File: src/rtl/matmul_seq_ctrl_if.sv
// ============================================================================
// Module : matmul_seq_ctrl_if
// Brief  : Control bus between the matmul sequencer and its host/datapath.
// Rev    : 1.0
// ============================================================================
`default_nettype none

interface matmul_seq_ctrl_if #(
    parameter int AW = 6,
    parameter int LW = 1
);
    logic          start;
    logic          busy;
    logic          done;
    logic [AW-1:0] a_addr;
    logic [AW-1:0] b_addr;
    logic          mac_en;
    logic          mac_first;
    logic          c_we;
    logic [AW-1:0] c_addr;
    logic [LW-1:0] c_lane;
    logic [15:0]   cycle_count;

    // Sequencer side
    modport master (
        input  start,
        output busy, done, a_addr, b_addr, mac_en, mac_first,
               c_we, c_addr, c_lane, cycle_count
    );

    // Host / datapath side
    modport slave (
        output start,
        input  busy, done, a_addr, b_addr, mac_en, mac_first,
               c_we, c_addr, c_lane, cycle_count
    );
endinterface

`default_nettype wire

File: src/rtl/matmul_seq_ctrl.sv
// ============================================================================
// Module : matmul_seq_ctrl
// Brief  : Address/control sequencer for an NxN signed matrix multiply.
// Rev    : 1.0
// ============================================================================
`default_nettype none

module matmul_seq_ctrl #(
    parameter int N     = 8,
    parameter int LANES = 2,
    parameter int AW    = 6,
    parameter int LW    = 1
) (
    input  wire logic           clk,
    input  wire logic           rst,
    matmul_seq_ctrl_if.master   bus
);
    localparam int IW = (N > 1) ? $clog2(N) : 1;

    typedef enum logic [2:0] {
        S_IDLE  = 3'd0,
        S_RUN   = 3'd1,
        S_FLUSH = 3'd2,
        S_WRITE = 3'd3,
        S_DONE  = 3'd4
    } state_t;

    state_t          state_q, state_d;
    logic [IW-1:0]   i_q, i_d, j_q, j_d, k_q, k_d;
    logic [LW-1:0]   lane_q, lane_d;
    logic            flush_q, flush_d;

    logic            busy_q, busy_d;
    logic            done_q, done_d;
    logic [AW-1:0]   a_addr_q, a_addr_d;
    logic [AW-1:0]   b_addr_q, b_addr_d;
    logic            mac_en_q, mac_en_d;
    logic            mac_first_q, mac_first_d;
    logic            c_we_q, c_we_d;
    logic [AW-1:0]   c_addr_q, c_addr_d;
    logic [LW-1:0]   c_lane_q, c_lane_d;
    logic [15:0]     cycle_count_q, cycle_count_d;

    always_comb begin
        state_d       = state_q;
        i_d           = i_q;
        j_d           = j_q;
        k_d           = k_q;
        lane_d        = lane_q;
        flush_d       = flush_q;
        cycle_count_d = cycle_count_q;

        if ((state_q == S_RUN || state_q == S_FLUSH || state_q == S_WRITE) &&
            (cycle_count_q != 16'hFFFF))
            cycle_count_d = cycle_count_q + 16'd1;

        case (state_q)
            S_IDLE: begin
                if (bus.start) begin
                    state_d       = S_RUN;
                    i_d           = '0;
                    j_d           = '0;
                    k_d           = '0;
                    lane_d        = '0;
                    cycle_count_d = '0;
                end
            end
            S_RUN: begin
                if (k_q == IW'(N - 1)) begin
                    state_d = S_FLUSH;
                    k_d     = '0;
                    flush_d = 1'b0;
                end else begin
                    k_d = k_q + 1'b1;
                end
            end
            S_FLUSH: begin
                if (flush_q) begin
                    state_d = S_WRITE;
                    lane_d  = '0;
                end else begin
                    flush_d = 1'b1;
                end
            end
            S_WRITE: begin
                if (lane_q == LW'(LANES - 1)) begin
                    lane_d = '0;
                    if (int'(i_q) + LANES >= N) begin
                        i_d = '0;
                        if (j_q == IW'(N - 1)) begin
                            j_d     = '0;
                            state_d = S_DONE;
                        end else begin
                            j_d     = j_q + 1'b1;
                            state_d = S_RUN;
                        end
                    end else begin
                        i_d     = i_q + IW'(LANES);
                        state_d = S_RUN;
                    end
                end else begin
                    lane_d = lane_q + 1'b1;
                end
            end
            S_DONE:  state_d = S_IDLE;
            default: state_d = S_IDLE;
        endcase

        // Outputs are decoded from the next state so they register in step with it
        busy_d      = (state_d == S_RUN) || (state_d == S_FLUSH) || (state_d == S_WRITE);
        done_d      = (state_d == S_DONE);
        a_addr_d    = (state_d == S_RUN) ? AW'(k_d) * AW'(N) + AW'(i_d) : '0;
        b_addr_d    = (state_d == S_RUN) ? AW'(j_d) * AW'(N) + AW'(k_d) : '0;
        mac_en_d    = (state_q == S_RUN);
        mac_first_d = (state_q == S_RUN) && (k_q == '0);
        c_we_d      = (state_d == S_WRITE);
        c_lane_d    = (state_d == S_WRITE) ? lane_d : '0;
        c_addr_d    = (state_d == S_WRITE) ?
                      (AW'(i_d) + AW'(lane_d)) * AW'(N) + AW'(j_d) : '0;
    end

    always_ff @(posedge clk or posedge rst) begin
        if (rst) begin
            state_q       <= S_IDLE;
            i_q           <= '0;
            j_q           <= '0;
            k_q           <= '0;
            lane_q        <= '0;
            flush_q       <= 1'b0;
            busy_q        <= 1'b0;
            done_q        <= 1'b0;
            a_addr_q      <= '0;
            b_addr_q      <= '0;
            mac_en_q      <= 1'b0;
            mac_first_q   <= 1'b0;
            c_we_q        <= 1'b0;
            c_addr_q      <= '0;
            c_lane_q      <= '0;
            cycle_count_q <= '0;
        end else begin
            state_q       <= state_d;
            i_q           <= i_d;
            j_q           <= j_d;
            k_q           <= k_d;
            lane_q        <= lane_d;
            flush_q       <= flush_d;
            busy_q        <= busy_d;
            done_q        <= done_d;
            a_addr_q      <= a_addr_d;
            b_addr_q      <= b_addr_d;
            mac_en_q      <= mac_en_d;
            mac_first_q   <= mac_first_d;
            c_we_q        <= c_we_d;
            c_addr_q      <= c_addr_d;
            c_lane_q      <= c_lane_d;
            cycle_count_q <= cycle_count_d;
        end
    end

    assign bus.busy        = busy_q;
    assign bus.done        = done_q;
    assign bus.a_addr      = a_addr_q;
    assign bus.b_addr      = b_addr_q;
    assign bus.mac_en      = mac_en_q;
    assign bus.mac_first   = mac_first_q;
    assign bus.c_we        = c_we_q;
    assign bus.c_addr      = c_addr_q;
    assign bus.c_lane      = c_lane_q;
    assign bus.cycle_count = cycle_count_q;

endmodule

`default_nettype wire

File: src/flat_wrapper.sv
// flat-port wrapper written by rule: the top's interface ports become plain ports
module matmul_seq_ctrl_flat 
#(
    parameter int N     = 8,
    parameter int LANES = 2,
    parameter int AW    = 6,
    parameter int LW    = 1
)
  (clk, rst, bus_start, bus_busy, bus_done, bus_a_addr, bus_b_addr, bus_mac_en, bus_mac_first, bus_c_we, bus_c_addr, bus_c_lane, bus_cycle_count);
  matmul_seq_ctrl_if #(.AW(AW), .LW(LW)) bus_i ();
  input  wire logic clk;
  input  wire logic rst;
  input wire logic [$bits(bus_i.start)-1:0] bus_start;
  output wire logic [$bits(bus_i.busy)-1:0] bus_busy;
  output wire logic [$bits(bus_i.done)-1:0] bus_done;
  output wire logic [$bits(bus_i.a_addr)-1:0] bus_a_addr;
  output wire logic [$bits(bus_i.b_addr)-1:0] bus_b_addr;
  output wire logic [$bits(bus_i.mac_en)-1:0] bus_mac_en;
  output wire logic [$bits(bus_i.mac_first)-1:0] bus_mac_first;
  output wire logic [$bits(bus_i.c_we)-1:0] bus_c_we;
  output wire logic [$bits(bus_i.c_addr)-1:0] bus_c_addr;
  output wire logic [$bits(bus_i.c_lane)-1:0] bus_c_lane;
  output wire logic [$bits(bus_i.cycle_count)-1:0] bus_cycle_count;
  assign bus_i.start = bus_start;
  assign bus_busy = bus_i.busy;
  assign bus_done = bus_i.done;
  assign bus_a_addr = bus_i.a_addr;
  assign bus_b_addr = bus_i.b_addr;
  assign bus_mac_en = bus_i.mac_en;
  assign bus_mac_first = bus_i.mac_first;
  assign bus_c_we = bus_i.c_we;
  assign bus_c_addr = bus_i.c_addr;
  assign bus_c_lane = bus_i.c_lane;
  assign bus_cycle_count = bus_i.cycle_count;
  matmul_seq_ctrl #(.N(N), .LANES(LANES), .AW(AW), .LW(LW)) u_core (.clk(clk), .rst(rst), .bus(bus_i));
endmodule
File: config.mk
export PLATFORM = sky130hd
export DESIGN_NAME = matmul_seq_ctrl_flat
export DESIGN_NICKNAME = d
export VERILOG_FILES = /design/src/rtl/matmul_seq_ctrl_if.sv /design/src/rtl/matmul_seq_ctrl.sv /design/src/flat_wrapper.sv
export SDC_FILE = /design/constraint.sdc
export NUM_CORES = 1
export LEC_CHECK = 0
export CAP_MARGIN = 5
export CORE_UTILIZATION = 40
export CTS_BUF_LIST = sky130_fd_sc_hd__clkbuf_2 sky130_fd_sc_hd__clkbuf_4 sky130_fd_sc_hd__clkbuf_8
export CTS_CLUSTER_SIZE = 10
export DETAILED_ROUTE_END_ITERATION = 8
export DONT_BUFFER_PORTS = 1
export HOLD_SLACK_MARGIN = 0.02
export PLACE_DENSITY = 0.66
export RECOVER_POWER = 25
export SKIP_CTS_REPAIR_TIMING = 1
export SLEW_MARGIN = 20
export SYNTH_ARGS = -nofsm -noshare
export SYNTH_HDL_FRONTEND = slang
export SYNTH_SLANG_ARGS = --single-unit
File: constraint.sdc
create_clock -name clk -period 2.85 [get_ports clk]
set_input_delay 0.57 -clock clk [delete_from_list [all_inputs] [get_ports clk]]
set_output_delay 0.57 -clock clk [all_outputs]
set_load 0.03 [all_outputs]
# Yosys cells after proc, flatten, opt, wreduce, memory -nomap -nowiden
# Index checks and enable logic that the tools add are counted.
# totals
register_bits	54
input_bits	3
out_inout_bits	40
wordCells	80
# classes
addsub	10
magnitude_cmp	1
n_eq_ne	11
n_mux	32
reduce_logical	10
# ops
op	count
16-bit two-way mux	3
3-bit two-way mux	15
32-bit by 5-bit >= comparator with 1-bit output, second input constant	1
6-bit by 3-bit adder with 6-bit output	3
6-bit two-way mux	3
3-bit one-hot mux with 2 select lines	3
16-bit by 1-bit adder with 16-bit output, second input constant	1
16-bit != test, second input constant	1
3-bit by 2-bit equality test with 1-bit output, second input constant	4
3-bit one-hot mux with 4 select lines	1
3-bit equality test, second input constant	3
3-bit by 1-bit adder with 3-bit output, second input constant	2
3-bit by 1-bit equality test with 1-bit output, second input constant	2
3-bit logical NOT	2
1-bit two-way mux	5
3-bit by 2-bit adder with 4-bit output, second input constant	1
1-bit logical OR	4
3-bit by 1-bit adder with 3-bit output	1
3-bit by 2-bit adder with 3-bit output, second input constant	1
1-bit one-hot mux with 3 select lines	1
1-bit logical AND	2
2-bit != test, second input constant	1
1-bit one-hot mux with 2 select lines	1
2-bit AND reduction	1
other kinds (2)	2

# Logic depth before layout (Yosys ltp)
# Gate-level depths: netlist of the first run.
# depth
word_depth	8
ltp_mapped	9
mapped_depth_nobuf	8

# Worst setup path after synthesis of the first run
# OpenSTA, ideal clock, no wires.
# synth_path
path_type	flip-flop to flip-flop
startpoint	register u_core.state_q[0]
endpoint	register u_core.c_addr_q[5] (netlist: u_core.bus.c_addr[5])
setup_ns	0.135
arrival_time_ns	1.827
required_time_ns	2.715
setup_slack_ns	0.888
stages_incl_launch_ff	9
path_buffers	1
period_less_slack_ns	1.962
cell_sequence	dfrtp_1 > buf_2 > or3b_1 > a21o_1 > and2_1 > ha_1 > ha_1 > xor2_1 > nor2_1
# synth_between
elab_chain_cells	5
elab_cells_between_ends	16
cone_classes	add/sub: 2; eq/ne: 4; mux: 9; reduce/logical: 1
# synth_rtl
element	line_no	text
start, declared	matmul_seq_ctrl.sv:28	state_t state_q, state_d;
start signal, assigned	matmul_seq_ctrl.sv:141	state_q <= state_d;
3-bit by 2-bit equality test with 1-bit output / 3-bit logical NOT (equally long branches)	matmul_seq_ctrl.sv:57	case (state_q)
3-bit one-hot mux with 2 select lines *	matmul_seq_ctrl.sv:57	
net u_core.i_d[0]	matmul_seq_ctrl.sv:29	logic [IW-1:0] i_q, i_d, j_q, j_d, k_q, k_d;
3-bit by 1-bit adder with 3-bit output *	matmul_seq_ctrl.sv:119	(AW'(i_d) + AW'(lane_d)) * AW'(N) + AW'(j_d) : '0;
6-bit by 3-bit adder with 6-bit output *	matmul_seq_ctrl.sv:119	
6-bit two-way mux *	matmul_seq_ctrl.sv:118	c_addr_d = (state_d == S_WRITE) ?
net u_core.c_addr_d[5]	matmul_seq_ctrl.sv:40	logic [AW-1:0] c_addr_q, c_addr_d;
end signal, assigned	matmul_seq_ctrl.sv:154	c_addr_q <= c_addr_d;
end, declared	matmul_seq_ctrl.sv:40	
# The timed path passes the listed nets; every way through them passes the cells marked *.
# A chain may end at the register's enable or synchronous reset.

# Final worst setup path of the first run
# layout_path
startpoint	register u_core.state_q[1]
endpoint	register u_core.c_addr_q[5] (netlist: u_core.bus.c_addr[5])
# The elaborated chain is that of the path after synthesis.

==> impl_metrics.env, run 1 <==
export IMPL_finalHoldViolations=0
export IMPL_synth_top_area_share_pct=53.74
export IMPL_clock_latency_ps=320
export IMPL_vias=1573
export IMPL_ys_warn_count=0
export IMPL_slew_limit_headroom_pct=18.53
export IMPL_crit_required_ps=3040
export IMPL_reg2reg_slack_ps=670
export IMPL_p_leak_nw=1.217
export IMPL_dieHeight_microns=79.05
export IMPL_dp_hpwl_mm=2.928
export IMPL_clk_path_buf_depth=2
export IMPL_cts_root_buffer="clkbuf_8"
export IMPL_cts_sinks=51
export IMPL_synth_cell_type_count=45
export IMPL_cts_tree="done"
export IMPL_syn_avg_cell_area_sq_um=10.51
export IMPL_initial_core_util_pct=42.35
export IMPL_syn_area_sq_um=2375
export IMPL_overflow=0
export IMPL_synthCells=226
export IMPL_ir_drop_mv=0.3701
export IMPL_arrival_ps=2370
export IMPL_start_kind="flip-flop"
export IMPL_num_antenna_cells=0
export IMPL_utilization_pct=44.85
export IMPL_fp_coreArea_sq_um=5608
export IMPL_fin_crit_sh_pct=76.65
export IMPL_drt_iter0_drc=68
export IMPL_drv_cap=0
export IMPL_synth_edf_count=0
export IMPL_ys_flop_type="dfrtp_1"
export IMPL_grt_pass1_vias=1606
export IMPL_clock_skew_ps=11.40
export IMPL_status="complete, no violations"
export IMPL_synth_area_leader_cell="dfrtp_1"
export IMPL_drt_first_pass_iters=4
export IMPL_yosys_top_cells_count="dfrtp_1, nor2_1, nand2_1"
export IMPL_fmax_mhz=457.8
export IMPL_worst_slack_ps=665.5
export IMPL_post_place_ws_ps=703.7
export IMPL_grt_max_degree=52
export IMPL_ys_ff_latch=51
export IMPL_cts_made_buffers=5
export IMPL_tightest_slew_ps=1222
export IMPL_pin_count=43
export IMPL_cp_max_fo=18
export IMPL_setup_viol=0
export IMPL_die_area_sq_um=6249
export IMPL_numPortBuffers=0
export IMPL_layout_min_cycle_time_ps=2185
export IMPL_drt_vias_per_instance=5.279
export IMPL_rsz0062_at_grt="no"
export IMPL_async_reset_ff_share_pct=100.0
export IMPL_rows=27
export IMPL_routabilityCongestion=0.8236
export IMPL_die_x_microns=79.05
export IMPL_wl_per_cell_microns=14.53
export IMPL_nNetsFinal=237
export IMPL_grt_pass1_wl_mm=7.624
export IMPL_drive_above_1_share_pct=8.850
export IMPL_grtUsageTotal_pct=15.97
export IMPL_powerDensity_nw_per_um2=694.9
export IMPL_postRouteAntennaNets=0
export IMPL_yosysMostFrequentCell="dfrtp_1"
export IMPL_grt_antenna_before_repair=0
export IMPL_routed_wl_mm=4.329
export IMPL_ys_seq_area_share_pct=53.74
export IMPL_path_class="reg2reg"
export IMPL_synthTopCellsByArea="dfrtp_1, nor2_1, ha_1"
export IMPL_syn_nets=238
export IMPL_h_tree_depth=2
export IMPL_clkSlewWorstSetupHoldPaths_ps=100
export IMPL_area_growth_syn_to_layout_pct=5.901
export IMPL_report_final_slew_viol_count=0
export IMPL_min_path_type="reg2reg"
export IMPL_critPathCaptureType="flip-flop"
export IMPL_final_setup_tns_ps=0
export IMPL_drc_errors=0
==> metal layers <==
metal	vias up	part of all wire, %	track usage (%)
li1	772	-	-
met1	769	48	20.16
met2	26	45	24.91
met3	6	4.3	4.828
met4	0	1.8	7.636
met5	-	0	0
==> power by group <==
| part | total [mW] | switching (mW) | leakage [nW] | internal (mW) |
|---|---|---|---|---|
| clock network | 0.439 | 0.258 | 0.0491 | 0.181 |
| registers | 1.10 | 0.298 | 0.630 | 0.802 |
| logic | 0.209 | 0.111 | 0.537 | 0.0981 |
==> worst max-delay path, stage by stage (launching register included) <==
cell     delay (ps)
dfrtp_1         590
or3b_1          480
a21o_1          210
and2_1          200
ha_1            190
ha_1            190
xor2_1          150
nor2_1           60
==> flip-flops by register name, summed over array words and instances (netlist names) <==
| name | count |
|---|---|
| u_core.bus.c_addr | 6 |
| u_core.bus.cycle_count | 16 |
| u_core.bus.mac_en | 1 |
| u_core.bus.busy | 1 |
| u_core.state_q | 3 |
| u_core.i_q | 3 |
| u_core.bus.b_addr | 4 |
| u_core.bus.a_addr | 5 |
| u_core.j_q | 3 |
| u_core.bus.c_lane | 1 |
| u_core.bus.mac_first | 1 |
| u_core.k_q | 3 |
| u_core.lane_q | 1 |
| u_core.flush_q | 1 |
| u_core.bus.c_we | 1 |
| u_core.bus.done | 1 |
==> layout make-up <==
class,instances,area [sq um]
clock buffers,5,68.82
clock inverters,3,26.28
repair buffers,1,5.005
flip-flops and latches,51,1276
fillers,564,3093
multi-input cells,149,984.7
inverters,17,63.81
well taps,72,90.09
==> final timing paths <==
| check | startpoint | endpoint | cells after the start |
|---|---|---|---|
| min reg2reg | u_core.i_q[0]$_DFF_PP0_ | u_core.i_q[0]$_DFF_PP0_ | 1 |
| min in group asynchronous | rst | u_core.bus.mac_first$_DFF_PP0_ | 2 |
| max | u_core.state_q[1]$_DFF_PP0_ | u_core.bus.c_addr[5]$_DFF_PP0_ | 7 |
| max reg2reg | u_core.state_q[1]$_DFF_PP0_ | u_core.bus.c_addr[5]$_DFF_PP0_ | 7 |
| min | u_core.i_q[0]$_DFF_PP0_ | u_core.i_q[0]$_DFF_PP0_ | 1 |
| max in group asynchronous | rst | u_core.bus.cycle_count[13]$_DFF_PP0_ | 2 |
==> through the flow <==
step | cell area (sq um) | power (mW) | hold WS, ps | cells
floorplan | 2375 | 1.258 | 467.2 | 226
CTS | 2517 | 1.773 | 312.3 | 298
global route | 2515 | 1.849 | 545.7 | 298
detailed placement | 2422 | 1.326 | 498.9 | 290
global placement | 2422 | 1.318 | 486.6 | 290
finish | 2515 | 1.748 | 525.0 | 298
==> layout by cell type, fill, tap and decap left out, types with 2 or more instances in the layout <==
master and n:
nor4_2 2, mux2i_1 5, inv_1 16, and3_1 3
nor3_1 7, nor2b_1 4, dfrtp_1 51, clkbuf_8 5
nor2_1 31, xnor2_1 9, a21o_1 4, and3b_1 2
a22o_1 2, nand2b_1 2, a21oi_1 5, nand4_1 8
o21ai_0 4, nor3_2 2, inv_6 2, nand2_1 17
nor4_1 2, a22oi_1 3, ha_1 9, or3_1 3
nand3_1 7
==> logic make-up (layout without fill, tap and decap cells) <==
kind of cell    after synthesis  count (layout)  share of synthesized area, %
simple gates                 98              98                         22.39
flops                        51              51                         53.74
compound gates               27              27                         8.536
buf+inv                      26              26                         4.795
xor+xnor                     10              10                         3.688
fa+ha+maj                     9               9                         4.742
mux                           5               5                         2.108
Note: power is estimated with default switching activity, not from simulation.
==> inputs of run 2 (changes only) <==
- clock period: 2.85 -> 2.2 ns (I/O delays scaled with it)
==> impl_metrics.env, run 2 (synthesis gave the netlist of run 1 again) <==
export IMPL_h_tree_depth=2
export IMPL_grt_max_degree=32
export IMPL_postRouteAntennaNets=0
export IMPL_grt_pass1_wl_mm=7.914
export IMPL_cts_tree="done"
export IMPL_cp_startpoint="u_core.k_q[0]$_DFF_PP0_"
export IMPL_cts_sinks=51
export IMPL_nNetsFinal=257
export IMPL_worst_slack_ps=213.5
export IMPL_rows=27
export IMPL_drive_above_1_share_pct=16.26
export IMPL_reg2reg_depth=7
export IMPL_critPathCaptureType="flip-flop"
export IMPL_overflow=0
export IMPL_combinationalPowerShare_pct=28.0
export IMPL_dp_hpwl_mm=3.305
export IMPL_finalInstanceArea_sq_um=2686
export IMPL_path_class="reg2reg"
export IMPL_drt_iter0_drc=57
export IMPL_crit_required_ps=2440
export IMPL_numPortBuffers=0
export IMPL_fin_crit_sh_pct=90.30
export IMPL_wl_per_cell_microns=14.49
export IMPL_slew_limit_headroom_pct=49.70
export IMPL_pin_count=43
export IMPL_cts_root_buffer="clkbuf_8"
export IMPL_r2r_end="u_core.bus.c_addr[5]$_DFF_PP0_"
export IMPL_die_area_sq_um=6249
export IMPL_slowest_stage="dfrtp_1"
export IMPL_clock_skew_ps=8.161
export IMPL_power_frac_clock_pct=26.7
export IMPL_largest_reg_flops=16
export IMPL_total_power_mw=2.513
export IMPL_drc_errors=0
export IMPL_routabilityCongestion=0.7671
export IMPL_cp_depth=7
export IMPL_final_setup_tns_ps=0
export IMPL_start_kind="flip-flop"
export IMPL_clock_latency_ps=310
export IMPL_routed_wl_mm=4.609
export IMPL_worst_hold_slack_ps=139.2
export IMPL_cp_top_family="compound AO/OA/AOI/OAI gates"
export IMPL_cp_max_fo=7
export IMPL_utilization_pct=47.90
export IMPL_cp_common_cell="ha_1"
export IMPL_ir_drop_mv=0.5004
export IMPL_rsz0062_at_grt="no"
export IMPL_final_common_cell="dfrtp_1"
export IMPL_drv_cap=0
export IMPL_drt_vias_per_instance=5.126
export IMPL_critPathBufInv=0
export IMPL_drt_first_pass_iters=4
export IMPL_fmax_mhz=503.4
export IMPL_p_seq_share_pct=45.3
export IMPL_area_growth_syn_to_layout_pct=13.12
export IMPL_dieHeight_microns=79.05
export IMPL_report_final_slew_viol_count=0
export IMPL_grt_pass1_vias=1688
export IMPL_reg2reg_slack_ps=210
export IMPL_clk_path_buf_depth=2
export IMPL_powerDensity_nw_per_um2=935.5
export IMPL_arrival_ps=2230
export IMPL_min_path_type="in2async"
export IMPL_p_leak_nw=1.323
export IMPL_power_switching_uw=876.8
export IMPL_die_x_microns=79.05
export IMPL_power_internal_mw=1.636
export IMPL_cts_made_buffers=5
export IMPL_clkSlewWorstSetupHoldPaths_ps=100
export IMPL_tightest_slew_ps=754.4
export IMPL_vias=1630
export IMPL_timing_rr_start="u_core.k_q[0]$_DFF_PP0_"
export IMPL_dp_cells=310
export IMPL_initial_core_util_pct=42.35
export IMPL_fp_coreArea_sq_um=5608
export IMPL_setup_viol=0
export IMPL_p_sw_share_pct=34.89
export IMPL_grtUsageTotal_pct=16.54
export IMPL_slowest_delay_ps=420
export IMPL_crit_end="u_core.bus.c_addr[5]$_DFF_PP0_"
export IMPL_status="complete, no violations"
export IMPL_layout_common_cells="dfrtp_1, nor2_1, buf_4"
export IMPL_worstPathCellList="ha_1 -> ha_1 -> nand2b_1 -> a21o_1 -> a21oi_1 -> o21ai_1 -> nor2_1"
export IMPL_finalHoldViolations=0
export IMPL_num_antenna_cells=0
export IMPL_layout_min_cycle_time_ps=1987
export IMPL_place_area_sq_um=2585
export IMPL_post_place_ws_ps=208.0
export IMPL_final_cells=318
export IMPL_grt_antenna_before_repair=0
[run 2: cell types whose count changed in the layout (fill, tap and decap cells not counted), sizes merged]
cell    before  now
inv         19   18
bufinv       0    1
buf          0   20
[run 2: area by class of cell]
cell class,count,area (sq um)
multi-input cells,149,984.7
clock buffers,5,68.82
well taps,72,90.09
flip-flops and latches,51,1276
inverters,17,63.81
repair buffers,21,155.1
clock inverters,3,47.55
fillers,532,2922
[run 2: how the worst min path moves through the flow]
| stage | end | cells past startpoint |
|---|---|---|
| 6_report | u_core.bus.b_addr[3]$_DFF_PP0_ | 1 |
| 5_1_grt | u_core.bus.b_addr[3]$_DFF_PP0_ | 1 |
| 4_1_cts | u_core.bus.b_addr[5]$_DFF_PP0_ | 1 |
| 3_5_place_dp | u_core.bus.cycle_count[10]$_DFF_PP0_ | 1 |
| 3_3_place_gp | u_core.bus.mac_en$_DFF_PP0_ | 1 |
| 2_1_floorplan | u_core.i_q[0]$_DFF_PP0_ | 1 |
[run 2: metal layers]
layer / GRT usage (%) / routed length, microns
met1: 21.11 / 2190
met2: 26.21 / 2144
met3: 5.057 / 235
met4: 6.545 / 39
met5: 0 / 0
[run 2: power groups by stage]
stage	combinational (mW)	clock, mW	sequential, mW
floorplan	0.235	0	1.39
global placement	0.700	0	1.15
detailed placement	0.715	0	1.15
CTS	0.716	0.685	1.14
global route	0.764	0.719	1.16
finish	0.703	0.671	1.14
